`config.mk`:
```
export PLATFORM = sky130hd
export DESIGN_NAME = fetch_stage
export DESIGN_NICKNAME = d
export VERILOG_FILES = /design/src/rtl/fetch_stage.sv
export SDC_FILE = /design/constraint.sdc
export NUM_CORES = 1
export LEC_CHECK = 0
export CAP_MARGIN = 0
export CORE_MARGIN = 2
export CORE_UTILIZATION = 49
export DETAILED_ROUTE_END_ITERATION = 12
export GPL_ROUTABILITY_DRIVEN = 1
export HOLD_SLACK_MARGIN = 0.03
export PLACE_DENSITY = 0.88
export SYNTH_ARGS = -nofsm -noshare
export SYNTH_HDL_FRONTEND = slang
export SYNTH_SLANG_ARGS = --single-unit
```
`constraint.sdc`:
```
create_clock -name clk -period 2.5 [get_ports clk]
set_input_delay 0.5 -clock clk [delete_from_list [all_inputs] [get_ports clk]]
set_output_delay 0.5 -clock clk [all_outputs]
set_load 0.02 [all_outputs]
```
`src/rtl/fetch_stage.sv`:
```
// -----------------------------------------------------------------------------
// fetch_stage
//
// Instruction-fetch stage of the 16-bit pipelined CPU. Owns the program
// counter, presents it to instruction_mem (which answers combinationally in
// the same cycle) and captures the returned word together with its PC+1 into
// the IF/ID pipeline register. A taken branch resolved in decode redirects
// the PC and squashes the word currently being fetched; a hazard stall freezes
// the PC and the IF/ID register.
//
// Ports:
//   clk          rising-edge clock
//   rst          asynchronous, active-high reset
//   pc_out       current fetch address (registered) to instruction_mem
//   instr_in     word returned by instruction_mem for pc_out, same cycle
//   stall        hazard unit request: hold PC and IF/ID
//   br_taken     decode resolved a taken branch this cycle (beats stall)
//   br_base_pc   PC+1 of the branch instruction
//   br_offset    signed branch offset field
//   if_id_instr  registered instruction to decode
//   if_id_pc1    registered PC+1 of if_id_instr
//   if_id_valid  1 = real instruction, 0 = bubble
//   fetch_count  number of instructions accepted into IF/ID (debug, wraps)
// -----------------------------------------------------------------------------
module fetch_stage #(
    parameter int                     PC_WIDTH    = 16,
    parameter int                     INSTR_WIDTH = 16,
    parameter int                     OFF_WIDTH   = 6,
    parameter logic [PC_WIDTH-1:0]    RESET_PC    = 16'h0000,
    parameter logic [INSTR_WIDTH-1:0] NOP_WORD    = 16'h0000
) (
    input  logic                   clk,
    input  logic                   rst,
    output logic [PC_WIDTH-1:0]    pc_out,
    input  logic [INSTR_WIDTH-1:0] instr_in,
    input  logic                   stall,
    input  logic                   br_taken,
    input  logic [PC_WIDTH-1:0]    br_base_pc,
    input  logic [OFF_WIDTH-1:0]   br_offset,
    output logic [INSTR_WIDTH-1:0] if_id_instr,
    output logic [PC_WIDTH-1:0]    if_id_pc1,
    output logic                   if_id_valid,
    output logic [15:0]            fetch_count
);

    localparam logic [PC_WIDTH-1:0] PC_ONE  = {{(PC_WIDTH-1){1'b0}}, 1'b1};
    localparam logic [PC_WIDTH-1:0] PC_ZERO = {PC_WIDTH{1'b0}};

    // Two's-complement sign extension of the branch offset to PC width.
    function automatic logic [PC_WIDTH-1:0] sext_offset(input logic [OFF_WIDTH-1:0] off);
        sext_offset = {{(PC_WIDTH-OFF_WIDTH){off[OFF_WIDTH-1]}}, off};
    endfunction

    logic [PC_WIDTH-1:0]    pc;
    logic [PC_WIDTH-1:0]    pc_plus1;
    logic [PC_WIDTH-1:0]    br_target;

    logic [PC_WIDTH-1:0]    pc_next;
    logic [INSTR_WIDTH-1:0] instr_next;
    logic [PC_WIDTH-1:0]    pc1_next;
    logic                   valid_next;
    logic [15:0]            count_next;

    // Incremented PC and branch target; both wrap silently modulo 2^PC_WIDTH.
    always_comb begin
        pc_plus1  = pc + PC_ONE;
        br_target = br_base_pc + sext_offset(br_offset);
    end

    // Next-state selection: branch beats stall, stall beats advance.
    always_comb begin
        pc_next    = pc;
        instr_next = if_id_instr;
        pc1_next   = if_id_pc1;
        valid_next = if_id_valid;
        count_next = fetch_count;
        if (br_taken) begin
            // Redirect and squash the word sitting at pc_out this cycle.
            pc_next    = br_target;
            instr_next = NOP_WORD;
            pc1_next   = PC_ZERO;
            valid_next = 1'b0;
        end else if (stall) begin
            // Hold everything; the same pc_out is re-read next cycle.
            pc_next    = pc;
            instr_next = if_id_instr;
            pc1_next   = if_id_pc1;
            valid_next = if_id_valid;
        end else begin
            pc_next    = pc_plus1;
            instr_next = instr_in;
            pc1_next   = pc_plus1;
            valid_next = 1'b1;
            count_next = fetch_count + 16'd1;
        end
    end

    // PC and IF/ID pipeline register, asynchronously reset.
    always_ff @(posedge clk or posedge rst) begin
        if (rst) begin
            pc          <= RESET_PC;
            if_id_instr <= NOP_WORD;
            if_id_pc1   <= PC_ZERO;
            if_id_valid <= 1'b0;
            fetch_count <= 16'd0;
        end else begin
            pc          <= pc_next;
            if_id_instr <= instr_next;
            if_id_pc1   <= pc1_next;
            if_id_valid <= valid_next;
            fetch_count <= count_next;
        end
    end

    // pc_out is a pure register output: no path from stall/br_* to it.
    assign pc_out = pc;

endmodule

```
### After elaboration in Yosys (flattened, before gate mapping)

Cells that the tools add are included.

* divide/modulo/power cells: 0
* multiplexer cells: 7
* magnitude comparators: 0
* reductions and logical operators: 1
* add/sub/neg operators: 3
* shift operators: 0
* multiply operators: 0
* bitwise gates (word level): 2
* eq/ne operators: 1

Operator list (number)
* $mux W16: 5
* $add A16 B1 Y16 const B: 2
* $add A16 B16 Y16: 1
* $mux W1: 2
* $ne A2 B1 Y1 const B: 1
* $not A1 Y1: 2
* $reduce_and A2 Y1: 1

* memory bits (read-only): 0
* bits in latches: 0
* flip-flop bits (word level): 65
* memories: 0
* output and inout bits: 65
* memory bits (writable): 0
* word-level logic and storage cells: 19

### Logic depth before layout (Yosys ltp)

* word-level depth: 3
* gate-level depth with buffers: 7

### Worst setup path before layout

OpenSTA, ideal clock, no wires.

* kind: input port to flip-flop
* from: input port br_base_pc[0]
* to: register pc[14] (netlist: pc_out[14])
* data arrival time: 2305 ps
* slack: 109 ps
* required time: 2414 ps
* stages on the path: 7
* path buffers: 0
* cells stage by stage: ha_1 -> fa_1 -> a21o_1 -> a221oi_2 -> o311ai_2 -> o311a_1 -> nor3_1

* cells in the longest elaborated chain, start to end: 2

RTL lines
* start, declared: line 38 `input logic [PC_WIDTH-1:0] br_base_pc,`
* $add A16 B16 Y16: line 67 `br_target = br_base_pc + sext_offset(br_offset);`
* $mux W16: line 77 `if (br_taken) begin`
* end signal, assigned: line 107 `pc <= pc_next;`
* end, declared: line 54 `logic [PC_WIDTH-1:0] pc;`

No other way between the ends.
A chain may end at the register's enable or synchronous reset.

### Worst setup path in the final report

* from: input port br_base_pc[0]
* to: register pc[12] (netlist: pc_out[12])

The elaborated chain is that of the path after synthesis.

==> impl_metrics.py <==
metrics = {
    "logic_synthesis": {
        "synth_top_cells_by_count": "dfrtp_1, nor2_1, nand2_1",
        "yosysMostFrequentCell": "dfrtp_1",
        "synth_top_area_share_pct": 42.10,
        "synth_ff_type": "dfrtp_1",
        "synth_edf_count": 0,
        "synth_cell_types": 51,
        "ys.warnings.count": 0,
        "synthArstFlopShare_pct": 100.0,
        "synth.area.top_cells": "dfrtp_1, xnor2_1, ha_1",
        "synth-seq-cells": 65,
        "netlist_area_um2": 3864,
        "syn_inst": 413,
        "syn_avg_cell_area_um2": 9.355,
        "synth_nets": 473,
        "synth.largest_area_cell": "dfrtp_1",
        "seq_area_frac_synth_pct": 42.10,
    },
    "power": {
        "ir_worst_vdd_v": 0.0002762,
        "p_sw_w": 0.001184,
        "combPwrFrac_pct": 34.6,
        "p_leak_nw": 2.353,
        "p_seq_share_pct": 40.3,
        "switching_share_pct": 34.21,
        "clock_power_share_pct": 25.1,
        "p_int_w": 0.002277,
        "power_w": 0.003461,
        "p_per_area_nw_per_um2": 635.8,
    },
    "cells_and_area": {
        "post-route-util_pct": 70.80,
        "finalNonFillerCells": 648,
        "antennaDiodeCount": 0,
        "postLayoutCellArea_um2": 5443,
        "finalNetCount": 601,
        "syn2layout_area_growth_pct": 40.87,
        "drive_gt1_share_pct": 10.81,
    },
    "clock_tree": {
        "cts-root-buf": "clkbuf_8",
        "cts_tree": "done",
        "cts_buffer_depth": 2,
        "htreeDepth": 3,
        "clk_pin_slew_ns": 0.07,
        "numCtsBuffers": 9,
        "clk_latency_ns": 0.34,
        "cts_num_sinks": 65,
    },
    "critical_path": {
        "start_kind": "primary input",
        "crit_path_end_kind": "register",
        "arrival_ns": 2.65,
        "cp_max_fo": 3,
        "crit_chain": "clkdlybuf4s50_1, ha_2, fa_2, a21o_1, a221oi_4, o311ai_2, buf_4, o41ai_4, a221oi_1",
        "required_ns": 2.70,
        "crit_slowest_cell": "clkdlybuf4s50_1",
        "cp_slowest_stage_delay_ns": 0.40,
        "crit_type": "primary input to register",
    },
    "outcome": {
        "status": "complete, no violations",
    },
    "timing": {
        "hold_ws_ns": 0.4833,
        "post-route-min-period_ns": 2.444,
        "drv_slew": 0,
        "period_share_pct": 97.76,
        "timing.fmax_mhz": 409.2,
        "finalSetupViolCount": 0,
        "hold_violations": 0,
        "slew_headroom_pct": 59.81,
        "skew_ns": 0.005788,
        "tightestPinTransition_ns": 0.6021,
    },
    "drt": {
        "final_antenna_net_count": 0,
        "drt_first_iter_violations": 200,
        "routed_wl_um": 9729,
        "vias": 3544,
        "detail_route.vias_per_cell": 5.469,
        "first_pass_iters": 4,
        "drc": 0,
        "wl_per_cell_um": 15.01,
    },
    "global_routing": {
        "antenna_found_initial": 0,
        "grt_pass1_vias": 3425,
        "grt_use_total_pct": 22.96,
        "grt_overflow": 0,
        "grt_max_degree": 47,
        "grt_first_pass_wirelength_um": 15660,
    },
    "placed_design": {
        "dp_hpwl_um": 7252,
        "routabilityCongestion": 0.9479,
        "placed_area_um2": 5204,
        "place_inst": 632,
        "portBuffers": 106,
    },
    "floorplanning": {
        "die_h_um": 92.80,
        "start_util_pct": 50.26,
        "ios": 107,
        "num_rows": 32,
        "core_area_um2": 7687,
        "die_x_um": 92.80,
        "die_area_um2": 8612,
    },
    "hold_path": {
        "hp-class": "register to register",
    },
    "run": {
        "maxCapViolCount": 0,
    },
}
[placed cells by master, fill, tap and decap left out, types with 3 or more instances in the layout]
cell	instances
a211oi_1	8
a21o_1	4
a21oi_1	25
a31oi_1	3
and4_1	3
buf_4	30
clkbuf_1	3
clkbuf_8	10
clkdlybuf4s50_1	104
dfrtp_1	65
ha_1	16
inv_1	9
mux2i_1	19
nand2_1	36
nand2b_1	5
nand3_1	15
nand4_1	15
nor2_1	49
nor2b_1	3
nor3_1	13
nor4_1	6
o21ai_0	12
xnor2_1	31
xor2_1	19
[cells by family (layout without fill, tap and decap cells)]
logic type / count (synthesis) / in the layout / share of synthesized area, %
adders and majority gates: 18 / 18 / 6.023
buffers and inverters: 31 / 164 / 3.238
DFF: 65 / 65 / 42.10
AOI/OAI and AO/OA: 71 / 71 / 12.21
xor gates and xnor gates: 50 / 50 / 11.33
muxes: 20 / 20 / 5.214
and+or+nand+nor: 158 / 158 / 19.88
[flip-flops by register name, summed over array words and instances, names as in the netlist]
name	cells
if_id_pc1	16
if_id_valid	1
if_id_instr	16
pc_out	16
fetch_count	16
[critical path: cells and delay by family]
kind	cells	cell delay (ns)
AOI/OAI and AO/OA	5	1.02
buffers and inverters	2	0.58
adders and majority gates	2	0.54
[path summary, 6_finish.rpt]
kind                                     from               to  slack (ns)  cells after the start
worst max-delay path            br_base_pc[0]       pc_out[12]        0.06                      9
worst min-delay path              if_id_valid      if_id_valid        0.48                      1
worst max register to register      pc_out[2]       pc_out[15]        0.46                      5
worst min register to register    if_id_valid      if_id_valid        0.48                      1
max in group asynchronous                 rst        pc_out[7]        1.39                      3
min in group asynchronous                 rst  fetch_count[11]        0.54                      2
[final cells by class]
class / count / area (um2)
well taps: 102 / 127.6
fillers: 578 / 2245
multi-input cells: 317 / 2162
inverters: 11 / 41.29
flip-flops and latches: 65 / 1627
clock buffers: 13 / 148.9
repair buffers: 137 / 1296
clock inverters: 3 / 40.04
[what timing repair did]
action,4_1_cts,5_1_grt
hold buffers,0,0
setup buffers,0,0
resized for setup,2,5
cloned,0,0
pin swaps,1,2
endpoints found under the setup margin,2,3
[routing by layer]
metal  wire (um)  track usage [%]  vias up
li1            -                -     1721
met1        4037            26.89     1669
met2        4892            41.12      137
met3         579            3.580       17
met4         218            10.54        0
met5           0                0        -
[power by group through the flow]
stage / clock network [W] / logic, W / registers (W)
2_1_floorplan: 0 / 0.000520 / 0.00152
4_1_cts: 0.000881 / 0.00119 / 0.00139
3_5_place_dp: 0 / 0.00118 / 0.00141
6_report: 0.000869 / 0.00120 / 0.00139
3_3_place_gp: 0 / 0.00114 / 0.00140
5_1_grt: 0.000931 / 0.00130 / 0.00142
[through the flow]
step                      TNS [ns]  setup WS, ns
final                            0       0.05592
after global routing      -0.02204      -0.02204
after CTS                        0       0.01633
after detailed placement    -1.837       -0.4123
after global placement      -1.305       -0.3063
after floorplan                  0        0.1089
Power figures use the tool's default switching activity.
